File: config.mk
export PLATFORM = sky130hd
export DESIGN_NAME = tile_map_sequencer
export DESIGN_NICKNAME = d
export VERILOG_FILES = /design/src/rtl/tile_map_sequencer.sv
export SDC_FILE = /design/constraint.sdc
export NUM_CORES = 1
export LEC_CHECK = 0
export ABC_AREA = 1
export CAP_MARGIN = 20
export CORE_MARGIN = 8
export CORE_UTILIZATION = 53
export DETAILED_ROUTE_END_ITERATION = 8
export PLACE_DENSITY_LB_ADDON = 0.2
export SYNTH_ARGS = -nofsm -noshare
export SYNTH_HDL_FRONTEND = slang
export SYNTH_SLANG_ARGS = --single-unit
File: constraint.sdc
create_clock -name clk -period 1.69 [get_ports clk]
set_input_delay 0.2535 -clock clk [delete_from_list [all_inputs] [get_ports clk]]
set_output_delay 0.2535 -clock clk [all_outputs]
set_load 0.005 [all_outputs]
File: src/rtl/tile_map_sequencer.sv
// Tile map sequencer: walks a row-major tile map in a synchronous ROM and issues
// one draw request per non-empty cell to a downstream 8x8 tile drawer.
module tile_map_sequencer #(
  parameter int          MAP_COLS   = 20,
  parameter int          MAP_ROWS   = 15,
  parameter logic [9:0]  MAP_BASE   = 10'd0,
  parameter logic [15:0] TILE_BASE  = 16'd0,
  parameter logic [7:0]  SKIP_INDEX = 8'hFF,
  parameter int          TIMEOUT    = 1023
) (
  input  logic        clk,
  input  logic        resetn,
  input  logic        start,
  output logic [9:0]  map_address,
  input  logic [7:0]  map_data,
  output logic [15:0] tile_address,
  output logic [7:0]  x_pos,
  output logic [7:0]  y_pos,
  output logic        draw,
  input  logic        tile_done,
  output logic        busy,
  output logic        frame_done,
  output logic        error
);

  localparam int         CNT_W    = (TIMEOUT > 1) ? $clog2(TIMEOUT + 1) : 1;
  localparam logic [4:0] LAST_COL = 5'(MAP_COLS - 1);
  localparam logic [4:0] LAST_ROW = 5'(MAP_ROWS - 1);

  typedef enum logic [2:0] {
    S_IDLE,
    S_FETCH,
    S_LATCH,
    S_DECIDE,
    S_ISSUE,
    S_WAIT_DONE,
    S_ADVANCE,
    S_FINISH
  } state_t;

  state_t             r_state;
  state_t             w_next;
  logic [4:0]         r_col;
  logic [4:0]         r_row;
  logic [CNT_W-1:0]   r_cnt;
  logic [7:0]         r_index;
  logic [9:0]         r_map_addr;
  logic [15:0]        r_tile_addr;
  logic [7:0]         r_x;
  logic [7:0]         r_y;
  logic               r_error;

  logic w_last_col;
  logic w_last_cell;
  logic w_skip;
  logic w_terminal;

  assign w_last_col  = (r_col == LAST_COL);
  assign w_last_cell = w_last_col && (r_row == LAST_ROW);
  assign w_skip      = (r_index == SKIP_INDEX);
  assign w_terminal  = (r_cnt == CNT_W'(TIMEOUT - 1));

  // State register.
  // NOTE: sequential state uses non-blocking (<=) so every flop samples pre-edge values.
  always_ff @(posedge clk or negedge resetn) begin
    if (!resetn) r_state <= S_IDLE;
    else         r_state <= w_next;
  end

  // Next-state logic.
  // NOTE: assigning w_next a default first keeps this block free of inferred latches.
  always_comb begin
    w_next = r_state;
    case (r_state)
      S_IDLE:      if (start) w_next = S_FETCH;
      S_FETCH:     w_next = S_LATCH;
      S_LATCH:     w_next = S_DECIDE;
      S_DECIDE:    w_next = w_skip ? S_ADVANCE : S_ISSUE;
      S_ISSUE:     w_next = S_WAIT_DONE;
      S_WAIT_DONE: begin
        if (tile_done)       w_next = S_ADVANCE;
        else if (w_terminal) w_next = S_IDLE;
      end
      S_ADVANCE:   w_next = w_last_cell ? S_FINISH : S_FETCH;
      S_FINISH:    w_next = S_IDLE;
      default:     w_next = S_IDLE;
    endcase
  end

  // Outputs decoded straight from the state so draw drops the instant reset asserts.
  always_comb begin
    draw       = 1'b0;
    busy       = 1'b1;
    frame_done = 1'b0;
    case (r_state)
      S_IDLE:   busy       = 1'b0;
      S_ISSUE:  draw       = 1'b1;
      S_FINISH: frame_done = 1'b1;
      default:  ;
    endcase
  end

  // Cell position, map/tile addresses, timeout counter and sticky error.
  always_ff @(posedge clk or negedge resetn) begin
    if (!resetn) begin
      r_col       <= '0;
      r_row       <= '0;
      r_cnt       <= '0;
      r_index     <= '0;
      r_map_addr  <= MAP_BASE;
      r_tile_addr <= '0;
      r_x         <= '0;
      r_y         <= '0;
      r_error     <= 1'b0;
    end else begin
      case (r_state)
        S_IDLE: begin
          if (start) begin
            r_col      <= '0;
            r_row      <= '0;
            r_map_addr <= MAP_BASE;
            r_error    <= 1'b0;
          end
        end
        S_LATCH: r_index <= map_data;
        S_DECIDE: begin
          if (!w_skip) begin
            r_tile_addr <= TILE_BASE + {2'b00, r_index, 6'b0};
            r_x         <= {r_col, 3'b000};
            r_y         <= {r_row, 3'b000};
            r_cnt       <= '0;
          end
        end
        S_WAIT_DONE: begin
          // A completion arriving on the terminal count still counts as success.
          if (!tile_done) begin
            if (w_terminal) r_error <= 1'b1;
            else            r_cnt   <= r_cnt + 1'b1;
          end
        end
        S_ADVANCE: begin
          if (!w_last_cell) begin
            if (w_last_col) begin
              r_col <= '0;
              r_row <= r_row + 5'd1;
            end else begin
              r_col <= r_col + 5'd1;
            end
            r_map_addr <= r_map_addr + 10'd1;
          end
        end
        default: ;
      endcase
    end
  end

  assign map_address  = r_map_addr;
  assign tile_address = r_tile_addr;
  assign x_pos        = r_x;
  assign y_pos        = r_y;
  assign error        = r_error;

endmodule

==> impl_results.md <==
* Share of layout cells above drive strength 1 at 16.74%
* Synth Area in XOR/XNOR at 1.095%
* Yosys cell types at 33
* CP peak stage delay at 0.52 ns
* # fillers at 497
* Pwr Density at 1403 nW/um^2
* Worst clock skew at 0.005796 ns
* CTS tree: built
* Die Width at 93.71 um
* Most common cell after layout, fill and taps aside: nand2_1
* Via-to-Cell Ratio at 5.105
* Initial Utilization at 54.38%
* Clock slew at reported path FFs at 0.07 ns
* Number of global-route vias before repair at 2641
* Post-synthesis compound-gate area fraction at 7.271%
* Final hold viol count at 0
* Dominant cells by area after synthesis: dfrtp_1 47%, nand2_1 15%, nand3_1 5.0%
* Syn Area/Cell at 8.165 um^2
* Overflow after GRT at 0
* Yosys warns at 0
* Final ANT Viol Nets at 0
* Die area at 8782 um^2
* Simple-Gate Fraction of Synth Area at 31.27%
* Max-cap violations at 0
* Data arrival, critical path at 1.38 ns
* Peak supply drop at 0.9116 mV
* Worst setup EP type: output port
* Pre-antenna DRT Iters at 4
* Placed cells at 510
* Start point of the critical path: map_address[0]
* Yosys top cell by area: dfrtp_1
* Register area share after synthesis at 46.91%
* Clock Sinks at 60
* Top_reg_cell synth: dfrtp_1
* Instance area at placement at 3677 um^2
* Crit-path cells: buf_4 > clkdlybuf4s50_1
* Worst endpoint required time at 1.44 ns
* Area grow syn2layout at 23.81%
* Hold Path Class: input port to asynchronous set/reset pin
* First-pass GRT wire length at 11920 um
* Final wirelength at 7147 um
* IO buf count at 43
* Antenna violations before repair at 0
* Most frequent cells in the layout: 123 x nand2_1, 57 x dfrtp_1, 39 x clkdlybuf4s50_1
* Max H-tree Level at 3
* Die height at 93.71 um
* Max-slew violation count at 0
* Reg2Reg Launch Point: r_col[0]
* Worst-path fanout max at 8
* Max Buffers Root-to-Sink at 2
* Clock period minus worst slack at 1.633 ns
* # diodes at 0
* Mux share of post-synthesis cell area at 2.111%
* Final period util at 96.61%
* Rows at 28
* Multi-input logic area at 1485 um^2
* EDFF count, synth at 0
* Worst hold margin at 0.3881 ns
* Syn Std Cell Area at 3201 um^2
* Synth top area share at 46.91%
* Leakage power total at 1.875 nW
* Remaining routing DRC violations at 0
* Total GRT Usage at 17.00%
* Post-synthesis cell count at 392
* Register Area at 1505 um^2
* Via count at 2731
* Fin area at 3963 um^2
* Post-route insts no fill at 535
* Slowest stage cell, crit path: clkdlybuf4s50_1
* Synth Area in Adders at 2.346%
* Core box area at 5886 um^2
* Pin count of the biggest net entering global routing at 28
* CP Launch Type: flip-flop
* Routability cong. at 0.7989
* Peak Freq at 612.5 MHz
* Initial DRC count at 99
* Yosys reg bits at 60
* Clk_lat worst skew at 0.34 ns
* Largest family of logic cells by synthesized area: simple AND/OR/NAND/NOR gates
* Nets at 473
* Dpl hpwl at 5024 um
* CTS Buf Count at 9
* Final setup violation count at 0
* R2R Setup Slk at 0.12 ns
* Drt wl/cell at 13.36 um
* Root Driver: clkbuf_8
* Async S/R FF share, synth at 100.0%
* I/O pin count at 58
* Type of the worst setup path: flip-flop to output port
* Status: finished clean
==> power breakdown <==
part           leakage, nW  switching (W)  total (W)  internal, W
sequential           0.792       0.000276    0.00209      0.00181
combinational        0.983        0.00119    0.00217     0.000983
clock                0.100       0.000579    0.00130     0.000720
total                 1.88        0.00204    0.00556      0.00351
==> state kept, by name (all words and copies together), names as in the netlist <==
name          cells
x_pos             5
error             1
y_pos             5
r_state           3
r_cnt            10
r_row             5
map_address      10
r_index           8
tile_address      8
r_col             5
==> timing repair <==
item,in CTS,in global routing
gates resized for setup,6,7
buffers inserted,3,5
pin swaps,0,3
hold buffers,1,0
endpoints found under the setup margin,3,17
endpoints found under the hold margin,17,0
==> per-layer routing <==
| layer | part of all wire [%] | up-vias | GRT usage [%] |
|---|---|---|---|
| met5 | 0 | - | 0 |
| met4 | 1.8 | 0 | 9.115 |
| met3 | 4.9 | 13 | 3.917 |
| met2 | 48 | 64 | 27.60 |
| met1 | 45 | 1287 | 20.46 |
| li1 | - | 1367 | - |
==> through the flow <==
step | TNS, ns | utilization, % | power (W) | setup slack (ns)
floorplan | 0 | - | 0.003367 | 0.2660
global placement | 0 | 62.48 | 0.004025 | 0.1442
detailed placement | 0 | 62.48 | 0.004092 | 0.08498
CTS | 0 | 66.35 | 0.005442 | 0.04360
global route | -0.04906 | 67.33 | 0.005953 | -0.01883
finish | 0 | 67.33 | 0.005558 | 0.05724
==> cell families (layout without fill, tap and decap cells) <==
family	count (synthesis)	in the layout
AND/OR/NAND/NOR	221	221
flip-flops	60	60
buffers and inverters	54	109
AO/OA/AOI/OAI	40	40
adder cells (fa/ha/maj)	6	6
multiplexers	6	6
XOR/XNOR	4	4
other	1	14
==> path summary, 6_finish.rpt <==
kind,to,cells past startpoint
max in group asynchronous,tile_address[12],3
worst max register to register,map_address[4],10
min in group clk,error,2
worst max-delay path,map_address[0],2
worst min-delay path,r_col[2],2
worst min register to register,error,2
==> critical path: cells and delay by family, from the launching register on <==
family	cells	cell delay, ns
buf+inv	2	0.69
flops	1	0.35
==> cell usage after synthesis (all sizes together) (2+ instances only) <==
| library cell | instances |
|---|---|
| nand2 | 134 |
| dfrtp | 60 |
| nand3 | 36 |
| inv | 34 |
| o21ai | 30 |
| nor2 | 28 |
| buf | 19 |
| nand4 | 12 |
| or2 | 8 |
| a21oi | 6 |
| ha | 6 |
| mux2 | 6 |
| nand3b | 3 |
| o21bai | 2 |
| xnor2 | 2 |
| xor2 | 2 |
==> layout make-up <==
cell class,count,share of cell area [%]
clock buffer,12,3.663
clock inverter,4,1.231
inverter,34,3.221
multi-input combinational,291,37.48
sequential,60,37.99
tap,75,2.368
timing repair buffer,59,14.05
Power figures use the tool's default switching activity.
